File: config.mk
export PLATFORM = sky130hd
export DESIGN_NAME = fifo_rd_arbiter
export DESIGN_NICKNAME = d
export VERILOG_FILES = /design/src/rtl/fifo_rd_arbiter.sv
export SDC_FILE = /design/constraint.sdc
export NUM_CORES = 1
export LEC_CHECK = 0
export ABC_AREA = 1
export BUFFER_PORTS_ARGS = -buffer_cell sky130_fd_sc_hd__clkbuf_2
export CORE_MARGIN = 2
export CORE_UTILIZATION = 35
export DETAILED_ROUTE_END_ITERATION = 6
export PLACE_DENSITY_LB_ADDON = 0.12
export SYNTH_ARGS = -nofsm -noshare
export SYNTH_HDL_FRONTEND = slang
export SYNTH_SLANG_ARGS = --single-unit
File: constraint.sdc
create_clock -name i_clk -period 1.9 [get_ports i_clk]
set_input_delay 0.19 -clock i_clk [delete_from_list [all_inputs] [get_ports i_clk]]
set_output_delay 0.19 -clock i_clk [all_outputs]
set_load 0.05 [all_outputs]
File: src/rtl/fifo_rd_arbiter.sv
// fifo_rd_arbiter: round-robin read arbiter that shares one valid/ready sink
// among NUM_REQ show-ahead FIFO read ports, popping at most BURST_MAX words
// per grant.
//
//   state | meaning
//   ------+------------------------------------------------------------
//   IDLE  | no grant; pick the next eligible FIFO after last_ptr
//   BURST | grant held; forward words from the granted FIFO to the sink

module fifo_rd_arbiter #(
    parameter int NUM_REQ    = 4,
    parameter int DATA_WIDTH = 8,
    parameter int BURST_MAX  = 4
) (
    input  logic                          i_clk,
    input  logic                          i_rst,
    input  logic [NUM_REQ-1:0]            i_en,
    input  logic [NUM_REQ-1:0]            i_empty,
    input  logic [NUM_REQ*DATA_WIDTH-1:0] i_rdata,
    output logic [NUM_REQ-1:0]            o_rinc,
    output logic                          o_valid,
    output logic [DATA_WIDTH-1:0]         o_data,
    input  logic                          i_ready,
    output logic [NUM_REQ-1:0]            o_grant,
    output logic                          o_busy
);

    localparam int PTR_W  = $clog2(NUM_REQ);
    localparam int BEAT_W = (BURST_MAX > 1) ? $clog2(BURST_MAX) : 1;
    localparam logic [PTR_W-1:0]  LAST_RST  = PTR_W'(NUM_REQ - 1);
    localparam logic [BEAT_W-1:0] BEAT_LAST = BEAT_W'(BURST_MAX - 1);

    typedef enum logic {
        IDLE  = 1'b0,
        BURST = 1'b1
    } state_t;

    state_t              state_q, state_d;
    logic [PTR_W-1:0]    gidx_q, gidx_d;
    logic [PTR_W-1:0]    last_q, last_d;
    logic [NUM_REQ-1:0]  grant_q, grant_d;
    logic [BEAT_W-1:0]   beat_q, beat_d;
    logic                busy_q, busy_d;

    logic [NUM_REQ-1:0]  eligible;
    logic                found;
    logic [PTR_W-1:0]    pick;
    logic [PTR_W-1:0]    idx_p;
    int                  idx;
    logic                valid;
    logic                xfer;

    assign eligible = i_en & ~i_empty;

    // Round-robin search: first eligible index strictly after last_q, wrapping.
    always_comb begin
        found = 1'b0;
        pick  = '0;
        idx   = 0;
        idx_p = '0;
        for (int i = 1; i <= NUM_REQ; i++) begin
            idx   = (int'(last_q) + i) % NUM_REQ;
            idx_p = PTR_W'(idx);
            if (!found && eligible[idx_p]) begin
                found = 1'b1;
                pick  = idx_p;
            end
        end
    end

    // Datapath toward the sink; the word is gated to zero whenever not valid.
    always_comb begin
        valid  = (state_q == BURST) && i_en[gidx_q] && !i_empty[gidx_q];
        xfer   = valid && i_ready;
        o_data = '0;
        o_rinc = '0;
        if (valid) begin
            o_data = i_rdata[int'(gidx_q)*DATA_WIDTH +: DATA_WIDTH];
        end
        if (xfer) begin
            o_rinc[gidx_q] = 1'b1;
        end
    end

    // Next-state: grant in IDLE, count beats and decide when to release in BURST.
    always_comb begin
        state_d = state_q;
        gidx_d  = gidx_q;
        last_d  = last_q;
        grant_d = grant_q;
        beat_d  = beat_q;
        case (state_q)
            IDLE: begin
                if (found) begin
                    state_d       = BURST;
                    gidx_d        = pick;
                    grant_d       = '0;
                    grant_d[pick] = 1'b1;
                    beat_d        = '0;
                end
            end
            BURST: begin
                // An empty or disabled FIFO makes valid low, which also ends the grant.
                if (!valid || (xfer && (beat_q == BEAT_LAST))) begin
                    state_d = IDLE;
                    last_d  = gidx_q;
                    grant_d = '0;
                    beat_d  = '0;
                end else if (xfer) begin
                    beat_d = beat_q + 1'b1;
                end
            end
            default: begin
                state_d = IDLE;
                grant_d = '0;
                beat_d  = '0;
            end
        endcase
        busy_d = (state_d == BURST);
    end

    // State and registered outputs; reset restarts arbitration at index 0.
    always_ff @(posedge i_clk or posedge i_rst) begin
        if (i_rst) begin
            state_q <= IDLE;
            gidx_q  <= '0;
            last_q  <= LAST_RST;
            grant_q <= '0;
            beat_q  <= '0;
            busy_q  <= 1'b0;
        end else begin
            state_q <= state_d;
            gidx_q  <= gidx_d;
            last_q  <= last_d;
            grant_q <= grant_d;
            beat_q  <= beat_d;
            busy_q  <= busy_d;
        end
    end

    assign o_valid = valid;
    assign o_grant = grant_q;
    assign o_busy  = busy_q;

endmodule

After elaboration in Yosys (flattened, before gate mapping). Cells that the tools add are included.

Flip-flop bits (word level): 11. Input bits: 43. Output and inout port bits: 18.

$add $sub $neg: 5. Order comparisons: 8. Equality and inequality tests: 4. Shift operators: 1. Multiplexer cells: 36. Bitwise gates (word level): 3. Reduce and logical (&&, ||, !) cells: 19.

Operator list (number): $shiftx A32 B6 Y8 (1); $lt A2 B3 Y1 const B (6); $mux W1 (14); $mux W2 (7); $bmux W1 S2 (6); $mux W4 (3); $logic_and A1 B1 Y1 (9); $mux W8 (1); $pmux W4 S2 (1); $reduce_and A2 Y1 (4); $add A2 B1 Y2 const B (3); $logic_not A1 Y1 (5); $add A2 B2 Y2 const B (2); $and A4 B4 Y4 (1); $demux W1 S2 (2); $ge A2 B1 Y1 const B (2); $not A4 Y4 (1); $pmux W2 S2 (1); $ne A3 B1 Y1 const B (1); $eq A2 B2 Y1 const B (1); $ne A2 B1 Y1 const B (1); $ne A2 B2 Y1 const B (1); $pmux W1 S2 (1); $logic_or A1 B1 Y1 (1); $not A1 Y1 (1).

Longest topological paths before layout. Gate-level depths: netlist of run 1.

Depth in word-level cells: 20. Gate-level depth with buffers: 13.

Worst setup path after synthesis of run 1. OpenSTA, ideal clock, no wires.

Kind: reg2out. Start: register, netlist name o_busy. End: output o_rinc[0]. Data arrival time: 2.470 ns. Data required time: 1.710 ns. Path slack: -0.760 ns. Stages on the path, launching flop included: 7. Buffers on the path: 0. Cells stage by stage: dfrtp_1 -> nand3_2 -> nor2_4 -> nand2_4 -> inv_2 -> nand2_2 -> nor3_1.

RTL lines: end, declared (line 20) `output logic [NUM_REQ-1:0] o_rinc,`.

Worst setup path in the final report of run 1.
Start: register gidx_q[0]. End: output o_rinc[0].

Longest elaborated chain between the ends: 6. Elaborated cells on any way between the ends: 14. Classes of those cells: order compare (2); mux (7); reduce/logical (5).

RTL lines: start, declared (line 39) `logic [PTR_W-1:0] gidx_q, gidx_d;`; start signal, assigned (line 133) `gidx_q <= gidx_d;`; branches (longest 5 deep; another with $lt A2 B3 Y1); $mux W4 (*) (line 80) `if (xfer) begin`.

Mark *: on every way between the ends. The select of a mux whose other input is x is not followed.

==> out/metrics.csv, run 1 <==
metric;value;unit
Critical Path Stages;10;
final std cells w/o fill;278;
HP Class;in -> reg;
Warnings, synthesis;0;
commonest cells after routing, fill and taps aside;nand2_1, clkbuf_2, nand3_1;
io pins;61;
CTS tree;yes;
max incr delay on CP;0.47;ns
Worst Slack Setup Final;-0.0649;ns
pwr dens;1630;mW/mm²
fin crit share;103;%
Critical Path RT;1.71;ns
worst-case clock skew;0.00204;ns
CP max stage cell;dfrtp_2;
share of post-route cells with drive strength above 1;49.4;%
Synth Area per Inst;6.58;µm²
unrepaired setup endpoints after global routing;yes;
post-synth cell types;28;
Max-Cap Viols;0;
CTS Buffer Depth;2;
Worst R2R Path Depth;9;
final count of pins violating max slew;0;
cts bufs inserted;3;
clk root buf;clkbuf_4;
largest family of logic cells by synthesized area;simple AND/OR/NAND/NOR gates;
Slew @ Worst Pin;0.386;ns
Synth Area in Adders;1.16;%
final hold violation count;0;
CP Cell Sequence;inv_2 > nor2_4 > inv_2 > o22ai_2 > nor2_4 > nand2_4 > inv_8 > nand2_8 > nor3_4 > buf_12;
Synth Net Count;208;
critical path peak fanout;6;
WHS Path Cells;4;
Synth Area in Simple Gates;46.1;%
status;finished with violations;
Clk Latency, worst-skew pair;0.25;ns
row count;20;
critical path class;reg -> out;
commonest non-fill, non-tap cell in the layout;nand2_1;
initial core utilization;35.9;%
number of global-route vias before repair;1321;
max_slew headroom;74.2;%
VDD IR max;0.805;mV
cells after synthesis;164;
initial antenna violation count;0;
WL final;3470;µm
Core ar.;0.00300;mm²
via count;1406;
# DRC;0;
failing checks;setup timing;
placed cell count;259;
Sink Count;11;
Finish-stage setup viols;6;
die area;0.00354;mm²
initial drt markers;109;
P&R area growth vs syn;70.5;%
Global Route Usage Sum;20.2;%
CP bufs+invs;4;
Leak;0.924;nW
Critical Path End Type;output pin;
GRT overflow;0;
chip height;59.5;µm
nets@finish;290;
Post-Synth XOR/XNOR Area;0;%
Antenna Nets Post-Route;0;
DRT Pass-1 Iters;4;
Wirelength per Cell;12.5;µm
Clock transition at path regs;0.07;ns
routability cong.;0.928;
Via density;5.06;
CP Launch Type;register;
global-route wire length before repair;5660;µm
FMAX;509;MHz
CP delay by family, top;simple AND/OR/NAND/NOR gates;
synthesis-stage register bit count;11;
Final Critical Period;1.96;ns
Synth Area in Compound Gates;18.2;%
largest net degree at the start of global routing;12;
antenna cells;0;
post-place instance area;0.00154;mm²
CTS HTree Levels;1;
post-synthesis instance area;0.00108;mm²
final HPWL from detailed placement;2630;µm
Filler Cells Inserted;270;
mux contribution to synthesized area;0;%
Critical Path AT;1.77;ns
final instance area;0.00184;mm²
buffers added on ports;60;
register area share after synthesis;25.8;%
die width;59.5;µm
-- cell families (layout without fill, tap and decap cells) --
family	after synthesis	after routing
adders and majority gates	1	1
buffers and inverters	22	102
AOI/OAI and AO/OA	30	30
DFF	11	11
and+or+nand+nor	100	101
-- path summary, 6_finish.rpt --
path / start / end / slack [ns]
worst min register to register: beat_q[1] / beat_q[1] / 0.50
min in group asynchronous: i_rst / beat_q[0] / 0.44
worst max register to register: last_q[0] / gidx_q[0] / 0.11
worst max-delay path: gidx_q[0] / o_rinc[0] / -0.06
max in group asynchronous: i_rst / last_q[0] / 1.14
worst min-delay path: i_ready / beat_q[1] / 0.36
-- Yosys cell counts (all sizes together) --
| library cell | instances | share of area [%] |
|---|---|---|
| nand2 | 58 | 23 |
| nand3 | 29 | 15 |
| inv | 18 | 6.3 |
| a22oi | 9 | 6.3 |
| dfrtp | 9 | 21 |
| a31oi | 8 | 4.6 |
| o21ai | 8 | 4.1 |
| nor2 | 7 | 5.0 |
| a21oi | 3 | 1.4 |
| buf | 3 | 2.2 |
| nand4 | 3 | 1.7 |
| dfstp | 2 | 4.9 |
| nor3 | 2 | 0.93 |
| clkinv | 1 | 0.35 |
| ha | 1 | 1.2 |
| o21a | 1 | 0.70 |
| o22ai | 1 | 1.2 |
| or2 | 1 | 0.58 |
-- registers in the layout (all words and copies together), names as in the netlist --
name	cells
o_grant	4
beat_q	2
gidx_q	2
last_q	2
o_busy	1
-- worst register-to-register path, stage by stage (launching register included) --
cell     delay, ns
dfstp_2       0.61
buf_4         0.14
nand2_1       0.05
nand2_2       0.13
nand3_2       0.08
nand2_2       0.09
nand4_1       0.15
nand2_2       0.17
inv_1         0.09
o21a_1        0.18
-- stage by stage --
| step | worst slack, ns | TNS, ns | hold WS (ns) | total power, mW | utilization [%] |
|---|---|---|---|---|---|
| after floorplan | -0.155 | -1.24 | 0.0409 | 1.95 | - |
| after global placement | 0.135 | 0 | 0.170 | 2.35 | 51.1 |
| after detailed placement | 0.0854 | 0 | 0.176 | 2.38 | 51.1 |
| after CTS | -0.109 | -0.220 | 0.358 | 2.78 | 57.6 |
| after global routing | -0.187 | -1.48 | 0.395 | 3.26 | 61.3 |
| final | -0.0649 | -0.219 | 0.361 | 3.01 | 61.3 |
-- metal layers --
metal / track usage, % / vias up / share of wire (%)
li1: - / 730 / -
met1: 27.7 / 638 / 46
met2: 35.9 / 38 / 50
met3: 1.53 / 0 / 3.8
met4: 2.22 / 0 / 0
met5: 0 / - / 0
-- cell type report --
| class | count | area, µm² | share of cell area, % |
|---|---|---|---|
| timing repair buffer | 79 | 572 | 31.1 |
| clock buffer | 4 | 26.3 | 1.43 |
| sequential | 11 | 282 | 15.3 |
| inverter | 19 | 81.3 | 4.42 |
| multi-input combinational | 132 | 837 | 45.5 |
| tap | 33 | 41.3 | 2.24 |
-- what timing repair did --
item / in CTS / in global routing
endpoints found under the hold margin: 9 / 0
gates cloned: 1 / 0
pin swaps: 5 / 3
setup buffers: 8 / 5
gates resized for setup: 22 / 17
hold buffers: 1 / 0
setup endpoints to repair: 13 / 21
-- where the power goes --
| group | leakage, nW | switching, mW | internal, mW |
|---|---|---|---|
| clock | 0.0150 | 0.0685 | 0.0809 |
| combinational | 0.775 | 1.49 | 0.893 |
| sequential | 0.134 | 0.128 | 0.345 |
| total | 0.924 | 1.69 | 1.32 |
No activity file was read; power rests on OpenSTA's default activity.
==> run 2: changes to the inputs <==
--- a/config.mk
+++ b/config.mk
@@ -6,10 +6,10 @@
 export NUM_CORES = 1
 export LEC_CHECK = 0
 export ABC_AREA = 1
-export BUFFER_PORTS_ARGS = -buffer_cell sky130_fd_sc_hd__clkbuf_2
 export CORE_MARGIN = 2
 export CORE_UTILIZATION = 35
 export DETAILED_ROUTE_END_ITERATION = 6
+export DONT_BUFFER_PORTS = 1
 export PLACE_DENSITY_LB_ADDON = 0.12
 export SYNTH_ARGS = -nofsm -noshare
 export SYNTH_HDL_FRONTEND = slang
==> run 2 against run 1 <==
Compared with the run above: the flow still finishes with violations (setup timing); sequential share of layout area grew 2.6 points; worst hold slack got worse by 0.23 ns; sequential power grew 15%; count of clock-buffer cells in the layout unchanged; worst setup slack got worse by 0.049 ns; cell area down 15%; first-iteration DRC count is 31% higher; via count is 9.7% lower; die area stayed put; utilization down 9.0 points; critical path depth stayed put; total power shrank 3.9%; critical path type unchanged.
==> out/metrics.csv, run 2 (synthesis gave the netlist of run 1 again) <==
metric;value;unit
nets@finish;243;
CTS Buffer Depth;2;
Wirelength per Cell;14.8;µm
clk root buf;clkbuf_4;
CP bufs+invs;4;
WL final;3430;µm
WHS Path Cells;3;
GRT overflow;0;
critical path class;reg -> out;
Critical Path RT;1.71;ns
chip height;59.5;µm
Critical Path Stages;10;
hold path start;i_ready;
Core ar.;0.00300;mm²
CP delay by family, top;simple AND/OR/NAND/NOR gates;
cts bufs inserted;3;
R2R setup slack;0.14;ns
final count of pins violating max slew;0;
Worst Setup SP;gidx_q[0];
P&R area growth vs syn;45.6;%
Max-Cap Viols;0;
Final Critical Period;2.01;ns
CTS HTree Levels;1;
VDD IR max;0.645;mV
R2R Path Start;last_q[0];
post-place instance area;0.00136;mm²
commonest cells after routing, fill and taps aside;nand2_1, nand3_1, buf_4;
Sink Count;11;
global-route wire length before repair;5080;µm
Antenna Nets Post-Route;0;
worst hold slack;0.129;ns
CTS tree;yes;
via count;1270;
placed cell count;213;
Total Power;2.89;mW
fin crit share;106;%
Slew @ Worst Pin;0.482;ns
Critical Path End Type;output pin;
unrepaired setup endpoints after global routing;yes;
pwr dens;1840;mW/mm²
setup TNS;-0.577;ns
pre-CTS setup slack;0.0887;ns
io pins;61;
CP Launch Type;register;
final HPWL from detailed placement;2530;µm
buffers added on ports;0;
Finish-stage setup viols;8;
commonest non-fill, non-tap cell in the layout;nand2_1;
share of post-route cells with drive strength above 1;37.4;%
final hold violation count;0;
Clock transition at path regs;0.07;ns
HP Class;in -> reg;
status;finished with violations;
failing checks;setup timing;
FMAX;497;MHz
row count;20;
max_slew headroom;67.9;%
CP max stage cell;dfrtp_2;
initial antenna violation count;0;
Critical Path AT;1.82;ns
Filler Cells Inserted;294;
Worst Slack Setup Final;-0.114;ns
Clk Latency, worst-skew pair;0.27;ns
worst-case clock skew;0.00229;ns
final std cells w/o fill;231;
number of flip-flops in the largest register;4;
die width;59.5;µm
routability cong.;0.810;
# DRC;0;
critical path peak fanout;8;
final instance area;0.00157;mm²
final core occ;52.3;%
DRT Pass-1 Iters;4;
max incr delay on CP;0.46;ns
largest net degree at the start of global routing;12;
Global Route Usage Sum;18.4;%
initial drt markers;143;
antenna cells;0;
Worst R2R Path Depth;9;
Leak;0.725;nW
Via density;5.50;
die area;0.00354;mm²
number of global-route vias before repair;1136;
initial core utilization;35.9;%
CP Cell Sequence;inv_2 > nor2_4 > inv_2 > o22ai_4 > nor2_4 > nand2_4 > inv_8 > nand2_8 > nor3_4 > buf_12;
[run 2: final timing paths]
| path | end |
|---|---|
| max | o_rinc[0] |
| min | beat_q[0] |
| max reg2reg | gidx_q[0] |
| min reg2reg | beat_q[1] |
| max in group asynchronous | last_q[0] |
| min in group asynchronous | o_grant[2] |
[run 2: cell type report]
type / count / area (µm²) / share of cell area, %
tap: 33 / 41.3 / 2.63
timing repair buffer: 33 / 328 / 20.9
inverter: 19 / 81.3 / 5.18
multi-input combinational: 131 / 812 / 51.7
clock buffer: 4 / 26.3 / 1.67
sequential: 11 / 282 / 17.9
[run 2: layer usage]
| metal | vias to the layer above | share of wire (%) | GRT usage (%) |
|---|---|---|---|
| li1 | 626 | - | - |
| met5 | - | 0 | 0 |
| met3 | 4 | 4.9 | 2.62 |
| met1 | 600 | 45 | 25.0 |
| met2 | 40 | 49 | 31.1 |
| met4 | 0 | 0.82 | 3.81 |
[run 2: power by group]
part | leakage (nW) | switching [mW] | internal, mW
combinational | 0.576 | 1.36 | 0.824
clock | 0.0150 | 0.0806 | 0.0814
sequential | 0.134 | 0.200 | 0.343
[run 2: worst reg2reg max path, cell delays in order (launching register included)]
cell     delay (ns)
dfstp_2        0.61
buf_4          0.14
nand2_1        0.05
nand2_1        0.11
nand3_1        0.10
nand2_2        0.10
nand4_1        0.15
nand2_2        0.16
inv_1          0.08
o21a_1         0.17
[run 2: repair_timing]
action,4_1_cts,5_1_grt
gates resized for setup,1,12
hold buffers,1,0
endpoints found under the hold margin,9,0
pin swaps,3,4
setup endpoints to repair,12,20
setup buffers,8,6
